==> src/rtl/seq_gen_if.sv <==
// seq_gen_if: word-load handshake between a word source and seq_gen.
//   load_valid  source offers a word on load_data/load_len
//   load_ready  seq_gen can take a word this cycle
//   load_data   word to serialize, right-aligned
//   load_len    bit count, 1..8 (0 and 9..15 mean 8)
interface seq_gen_if;
  localparam int unsigned DATA_W = 8;
  localparam int unsigned LEN_W  = 4;

  logic              load_valid;
  logic              load_ready;
  logic [DATA_W-1:0] load_data;
  logic [LEN_W-1:0]  load_len;

  modport master (output load_valid, load_data, load_len, input load_ready);
  modport slave  (input load_valid, load_data, load_len, output load_ready);
endinterface

==> src/rtl/seq_gen.sv <==
// seq_gen: serializes loaded words MSB-first onto x, one bit per clock, with
// an optional idle gap after each word.
//   clk        sole clock, rising edge
//   reset      asynchronous, active-low
//   lif        word-load handshake (slave side)
//   abort      synchronous cancel of the current word
//   x          registered serial bit stream (IDLE_BIT when not sending)
//   busy       registered, high while shifting or in the gap
//   done       registered, high during the last bit of a word
//   frame_cnt  registered count of completed words, wraps at 256
module seq_gen #(
  parameter bit          IDLE_BIT = 1'b1,
  parameter int unsigned GAP      = 0
) (
  input  logic        clk,
  input  logic        reset,
  seq_gen_if.slave    lif,
  input  logic        abort,
  output logic        x,
  output logic        busy,
  output logic        done,
  output logic [7:0]  frame_cnt
);
  localparam int unsigned DATA_W = 8;
  localparam int unsigned LEN_W  = 4;
  localparam int unsigned REM_W  = 3;
  localparam int unsigned GAP_W  = 4;
  localparam int unsigned CNT_W  = 8;

  typedef enum logic [1:0] {
    S_IDLE  = 2'd0,
    S_SHIFT = 2'd1,
    S_GAP   = 2'd2
  } state_e;

  state_e             state_q, state_d;
  logic [DATA_W-1:0]  shreg_q, shreg_d;
  logic [REM_W-1:0]   rem_q, rem_d;    // bits still to send after the one on x
  logic [GAP_W-1:0]   gap_q, gap_d;
  logic               x_q, x_d;
  logic               busy_q, busy_d;
  logic               done_q, done_d;
  logic [CNT_W-1:0]   frame_q, frame_d;

  logic               last_bit;
  logic               ready;
  logic               accept;
  logic               load_now;
  logic [LEN_W-1:0]   eff_len;

  // Length 0 and anything above 8 both mean a full byte
  assign eff_len  = (lif.load_len == '0 || lif.load_len > LEN_W'(8)) ? LEN_W'(8) : lif.load_len;
  assign last_bit = (state_q == S_SHIFT) && (rem_q == '0);
  // Ready is decoded from state and abort only; the last bit opens the
  // handshake early so a following word can start without a bubble
  assign ready    = !abort && ((state_q == S_IDLE) || (last_bit && (GAP == 0)));
  assign accept   = lif.load_valid && ready;

  assign lif.load_ready = ready;
  assign x              = x_q;
  assign busy           = busy_q;
  assign done           = done_q;
  assign frame_cnt      = frame_q;

  // Next-state and next-output decode
  always_comb begin
    state_d  = state_q;
    shreg_d  = shreg_q;
    rem_d    = rem_q;
    gap_d    = gap_q;
    x_d      = IDLE_BIT;
    done_d   = 1'b0;
    frame_d  = frame_q;
    load_now = 1'b0;

    if (abort) begin
      state_d = S_IDLE;
    end else begin
      case (state_q)
        S_IDLE: begin
          load_now = accept;
        end
        S_SHIFT: begin
          if (rem_q != '0) begin
            x_d    = shreg_q[rem_q - REM_W'(1)];
            rem_d  = rem_q - REM_W'(1);
            done_d = (rem_q == REM_W'(1));
          end else begin
            frame_d = frame_q + CNT_W'(1);
            if (GAP > 0) begin
              state_d = S_GAP;
              gap_d   = GAP_W'(GAP - 1);
            end else if (accept) begin
              load_now = 1'b1;
            end else begin
              state_d = S_IDLE;
            end
          end
        end
        S_GAP: begin
          if (gap_q == '0) state_d = S_IDLE;
          else             gap_d   = gap_q - GAP_W'(1);
        end
        default: state_d = S_IDLE;
      endcase
    end

    // Capture the word and put its first (top) bit on x right away
    if (load_now) begin
      state_d = S_SHIFT;
      shreg_d = lif.load_data;
      rem_d   = REM_W'(eff_len - LEN_W'(1));
      x_d     = lif.load_data[REM_W'(eff_len - LEN_W'(1))];
      done_d  = (eff_len == LEN_W'(1));
    end

    busy_d = (state_d != S_IDLE);
  end

  // State and output registers
  always_ff @(posedge clk or negedge reset) begin
    if (!reset) begin
      state_q <= S_IDLE;
      shreg_q <= '0;
      rem_q   <= '0;
      gap_q   <= '0;
      x_q     <= IDLE_BIT;
      busy_q  <= 1'b0;
      done_q  <= 1'b0;
      frame_q <= '0;
    end else begin
      state_q <= state_d;
      shreg_q <= shreg_d;
      rem_q   <= rem_d;
      gap_q   <= gap_d;
      x_q     <= x_d;
      busy_q  <= busy_d;
      done_q  <= done_d;
      frame_q <= frame_d;
    end
  end
endmodule

==> src/flat_wrapper.sv <==
// flat-port wrapper written by rule: the top's interface ports become plain ports
module seq_gen_flat 
#(
  parameter bit          IDLE_BIT = 1'b1,
  parameter int unsigned GAP      = 0
)
  (clk, reset, abort, x, busy, done, frame_cnt, lif_load_valid, lif_load_data, lif_load_len, lif_load_ready);
  seq_gen_if lif_i ();
  input  logic clk;
  input  logic reset;
  input  logic abort;
  output logic x;
  output logic busy;
  output logic done;
  output logic [7:0] frame_cnt;
  input wire logic [$bits(lif_i.load_valid)-1:0] lif_load_valid;
  input wire logic [$bits(lif_i.load_data)-1:0] lif_load_data;
  input wire logic [$bits(lif_i.load_len)-1:0] lif_load_len;
  output wire logic [$bits(lif_i.load_ready)-1:0] lif_load_ready;
  assign lif_i.load_valid = lif_load_valid;
  assign lif_i.load_data = lif_load_data;
  assign lif_i.load_len = lif_load_len;
  assign lif_load_ready = lif_i.load_ready;
  seq_gen #(.IDLE_BIT(IDLE_BIT), .GAP(GAP)) u_core (.clk(clk), .reset(reset), .lif(lif_i), .abort(abort), .x(x), .busy(busy), .done(done), .frame_cnt(frame_cnt));
endmodule
==> config.mk <==
export PLATFORM = sky130hd
export DESIGN_NAME = seq_gen_flat
export DESIGN_NICKNAME = d
export VERILOG_FILES = /design/src/rtl/seq_gen_if.sv /design/src/rtl/seq_gen.sv /design/src/flat_wrapper.sv
export SDC_FILE = /design/constraint.sdc
export NUM_CORES = 1
export LEC_CHECK = 0
export CORE_MARGIN = 4
export CORE_UTILIZATION = 50
export CTS_BUF_LIST = sky130_fd_sc_hd__clkbuf_4 sky130_fd_sc_hd__clkbuf_8
export DETAILED_ROUTE_END_ITERATION = 10
export GPL_TIMING_DRIVEN = 1
export HOLD_SLACK_MARGIN = 0.02
export PLACE_DENSITY_LB_ADDON = 0.1
export SLEW_MARGIN = 20
export SYNTH_ARGS = -nofsm -noshare
export SYNTH_HDL_FRONTEND = slang
export SYNTH_SLANG_ARGS = --single-unit
==> constraint.sdc <==
create_clock -name clk -period 2.4 [get_ports clk]
set_input_delay 0.48 -clock clk [delete_from_list [all_inputs] [get_ports clk]]
set_output_delay 0.48 -clock clk [all_outputs]
set_load 0.02 [all_outputs]
# Yosys cells after proc, flatten, opt, wreduce, memory -nomap -nowiden
# Cells that the tools add are included.
# W data, S select, Z words.
# op_classes
add_sub_neg	4
n_mul	0
div	0
magnitude_cmp	3
eq_ne	5
shift	0
mux	27
n_bitwise	3
reduce_logical	17
# op_table
op	count
$mux W1	13
$mux W3	4
$mux W2	5
$reduce_and A3 Y1	3
$add A8 B1 Y8 const B	1
$logic_not A4 Y1	2
$lt A3 B4 Y1 const B	2
$bmux W1 S3	2
$pmux W2 S3	1
$reduce_bool A2 Y1	3
$sub A3 B1 Y3 const B	2
$eq A4 B1 Y1 const B	1
$gt A4 B4 Y1 const B	1
$mux W4	1
$sub A4 B1 Y4 const B	1
$eq A3 B1 Y1 const B	1
$logic_and A1 B1 Y1	3
$logic_not A3 Y1	1
$not A1 Y1	3
$reduce_bool A3 Y1	1
$eq A2 B1 Y1 const B	1
$eq A2 B2 Y1 const B	1
$logic_not A2 Y1	1
$logic_or A1 B1 Y1	2
other kinds (3)	3
# word_totals
ff_bits	28
latchBits	0
ramBits	0
rom_bits	0
inputBits	16
out_inout_bits	12
wordCells	67
n_memories	0

# Longest topological paths before layout
# logic_depth
depth_word	11
mapped_depth	7
mapped_depth_nobuf	6

# Worst setup path after synthesis
# OpenSTA, ideal clock, no wires.
# synth_path
path_type	register to register
startpoint	register u_core.rem_q[0]
endpoint	register u_core.shreg_q[0]
setup_ns	0.125
arrival_time_ns	1.695
slack_ns	0.581
stages_incl_launch_ff	7
n_path_buf	1
synth_period_minus_slack_ns	1.819
cell_sequence	dfrtp_1 > inv_1 > ha_1 > or2b_4 > a211oi_4 > buf_6 > mux2_2
# synth_between
elab_chain_len	9
# synth_lines
element	line_no	rtl
start, declared	seq_gen.sv:38	logic [REM_W-1:0] rem_q, rem_d;
start signal, assigned	seq_gen.sv:134	rem_q <= rem_d;
$logic_not A3 Y1	seq_gen.sv:53	assign last_bit = (state_q == S_SHIFT) && (rem_q == '0);
$logic_and A1 B1 Y1	seq_gen.sv:53	
$logic_or A1 B1 Y1	seq_gen.sv:56	assign ready = !abort && ((state_q == S_IDLE) || (last_bit && (GAP == 0)));
$logic_and A1 B1 Y1	seq_gen.sv:56	
$logic_and A1 B1 Y1	seq_gen.sv:57	assign accept = lif.load_valid && ready;
$mux W1	seq_gen.sv:93	end else if (accept) begin
$mux W1	seq_gen.sv:84	if (rem_q != '0) begin
$pmux W1 S2 (*)	seq_gen.sv:79	case (state_q)
$mux W1 (*)	seq_gen.sv:76	if (abort) begin
end signal, assigned	seq_gen.sv:133	shreg_q <= shreg_d;
end, declared	seq_gen.sv:37	logic [DATA_W-1:0] shreg_q, shreg_d;
# Mark *: on every way between the ends. The rest lies on a longest branch, timed or not.
# A chain may end at the register's enable or synchronous reset.

# Worst setup path after layout
# layout_path
startpoint	register u_core.rem_q[0]
endpoint	output port lif_load_ready
# layout_between
elab_chain_len	4
# layout_lines
element	line_no	rtl
$logic_not A3 Y1	seq_gen.sv:53	
$logic_and A1 B1 Y1	seq_gen.sv:53	
$logic_or A1 B1 Y1	seq_gen.sv:56	
$logic_and A1 B1 Y1	seq_gen.sv:56	
end, declared	flat_wrapper.sv:19	output wire logic [$bits(lif_i.load_ready)-1:0] lif_load_ready;
# No other way between the ends.

==> flow_summary_export.csv <==
group,metric,value,unit
placement,hpwlAfterDp,2100,um
timing,tightest_slew,347,ps
run_status,outcome,"finished, final reports clean",
hold_path,hp-start,"u_core.frame_cnt[7]",
timing,fin_crit_sh,92.6,%
synthesis,synth.distinct_cells,36,
clocking,cts_sinks,28,
cells_and_area,layout.nets,181,
setup_path,cp-startpoint,"u_core.rem_q[0]",
setup_path,r2r_slack,510,ps
die,dieArea,3920,um2
setup_path,crit_path_cell_trace,"inv_1 > ha_1 > and2b_1 > nor2_1 > nor2_1 > dlygate4sd2_1",
hold_path,min_path_type,"reg2reg",
placement,dpl-instance-area,1820,um2
die,die_h,62.6,um
setup_path,path_common_cell,"nor2_1",
cells_and_area,fill_cells,239,
detailed_routing,vias,1039,
clocking,cts_buffers,3,
setup_path,cp_max_fo,4,
die,chipWidth,62.6,um
synthesis,yosysTopAreaCell,"dfrtp_1",
hold_path,hold_path_depth,1,
setup_path,r2r_end,"u_core.shreg_q[5]",
global_routing,overflow,0,
synthesis,async_reset_ff_share,100,%
setup_path,reg2regPathDepth,6,
synthesis,synth_fp_nets,146,
clocking,cts_tree,"done",
power_and_ir_drop,powerDensity,754,nW/um2
timing,fin_worst_skew,5.05,ps
detailed_routing,wl,2690,um
setup_path,cp-start-kind,"flip-flop",
timing,holdWs,489,ps
synthesis,synth-seq-cells,28,
global_routing,grt_max_degree,29,
synthesis,synthTopCellsByArea,"dfrtp_1, mux2_2, mux4_2",
die,start_util,53.1,%
synthesis,syn_area,1490,um2
synthesis,synth_warnings,0,
detailed_routing,vias_per_cell,5.53,
setup_path,cp-end-kind,"output pin",
placement,dp_slack,42.9,ps
synthesis,synth_cells,123,
cells_and_area,diodes,0,
synthesis,ys_seq_area_share,47.1,%
setup_path,cpPeakStageDelay,380,ps
setup_path,path_buf_inv,2,
synthesis,syn_avg_cell_area,12.1,um2
timing,finalSetupViolCount,0,
synthesis,synth_common_cells,"dfrtp_1, mux2_2, xnor2_1",
global_routing,antenna_found_initial,0,
clocking,postCtsSetupBuffers,0,
placement,gp_congestion,0.744,
timing,drv_slew,0,
setup_path,r2r_start,"u_core.rem_q[1]",
global_routing,grt_util_all_layers,14.9,%
timing,setup_tns,0,ps
power_and_ir_drop,peakVddDrop,0.000389,V
timing,hold_viol_final,0,
synthesis,yosysMostFrequentCell,"dfrtp_1",
detailed_routing,ant_nets,0,
placement,dp_cells,184,
timing,fin_ws,177,ps
clocking,clkTransAtPathRegs,150,ps
synthesis,synth.top_cell.area_share,45.4,%
cells_and_area,instances_no_fill,188,
timing,rsz0062_at_grt,"false",
setup_path,required,1920,ps
die,num_rows,19,
cells_and_area,synthToLayoutAreaGrowth,24.4,%
clocking,htree_levels,1,
timing,max_slew_margin,76.9,%
detailed_routing,wl_per_cell,14.3,um
setup_path,critical-path-slowest-cell,"dfrtp_1",
power_and_ir_drop,fin_total_pwr,1.40,mW
synthesis,synthFlopType,"dfrtp_1",
job,maxCapViolCount,0,
clocking,clock_path_buffers,2,
die,io_pins,28,
detailed_routing,drtIter0Drc,47,
detailed_routing,drtPass1Iterations,4,
power_and_ir_drop,power_leakage,0.796,nW
detailed_routing,drc,0,
placement,portBuffers,27,
cells_and_area,stdcell_area,1850,um2
cells_and_area,final_util,66.0,%
clocking,clockRootBuffer,"clkbuf_4",
setup_path,critical_path.top_delay_family,"simple AND/OR/NAND/NOR gates",
die,core,2810,um2
global_routing,grt_first_pass_wirelength,4780,um
global_routing,grt_pass1_vias,1054,
timing,fmax,450,MHz
cells_and_area,drive_above_1_share,19.1,%
setup_path,worstSetupPathType,"reg2out",
clocking,clk_latency,330,ps
hold_path,holdPathEnd,"u_core.frame_cnt[7]",
timing,min_period,2220,ps
setup_path,worstPathArrival,1740,ps
synthesis,synth_edf_count,0,
## worst max path at each step
stage	end	depth (start not counted)
finish	lif_load_ready	6
global route	lif_load_ready	6
CTS	lif_load_ready	6
detailed placement	lif_load_ready	4
global placement	lif_load_ready	4
floorplan	u_core.shreg_q[0]	6
## sequential cells by signal, indices dropped and copies added, names as in the netlist
name / flops
u_core.x: 1
u_core.frame_cnt: 8
u_core.busy: 1
u_core.gap_q: 4
u_core.rem_q: 3
u_core.shreg_q: 8
u_core.done: 1
u_core.state_q: 2
## cell usage in the layout, fill, tap and decap left out, types with 3 or more instances in the layout
cell type        Yosys  routed
inv_1                7       7
mux2_2              10      10
xnor2_1              9       9
clkdlybuf4s50_1      0      26
nor3_1               3       3
nand3_1              6       6
mux4_2               4       4
nand2b_1             3       3
dfrtp_1             27      27
ha_1                 7       7
buf_4                0       6
nor2_1               5       5
o21ai_0              3       3
a21oi_1              5       5
nand2_1              5       5
clkbuf_4             0       3
## timing repair
action                     in CTS  in global routing
gates resized for setup         1                  0
setup endpoints to repair       1                  0
hold buffers                    0                  0
## cell families (layout without fill, tap and decap cells)
| kind of cell | after synthesis | in the layout | share of synthesized area, % |
|---|---|---|---|
| AOI/OAI and AO/OA | 17 | 17 | 8.40 |
| DFF | 28 | 28 | 47.1 |
| xor gates and xnor gates | 11 | 11 | 6.47 |
| buffers and inverters | 10 | 44 | 3.53 |
| muxes | 16 | 16 | 15.0 |
| and+or+nand+nor | 34 | 34 | 13.6 |
| adders and majority gates | 7 | 7 | 5.88 |
## power by group
part           switching, mW  total, mW  internal, mW
clock network          0.138      0.231        0.0929
logic                  0.235      0.535         0.300
registers             0.0680      0.631         0.563
total                  0.441       1.40         0.956
## area by class of cell
cell class                 count  area, um2  share of cell area (%)
sequential                    28        702                    37.9
timing repair buffer          33        314                    17.0
inverter                       7       26.3                    1.42
tap                           31       38.8                    2.09
clock buffer                   4       36.3                    1.96
multi-input combinational     85        734                    39.7
## layer usage
| metal | up-vias | share of wire [%] | GRT usage (%) |
|---|---|---|---|
| met5 | - | 0 | 0 |
| met4 | 0 | 0.45 | 4.13 |
| met3 | 2 | 2.9 | 3.06 |
| met2 | 15 | 52 | 24.9 |
| met1 | 521 | 45 | 19.7 |
| li1 | 501 | - | - |
(Power assumes the default switching activity.)
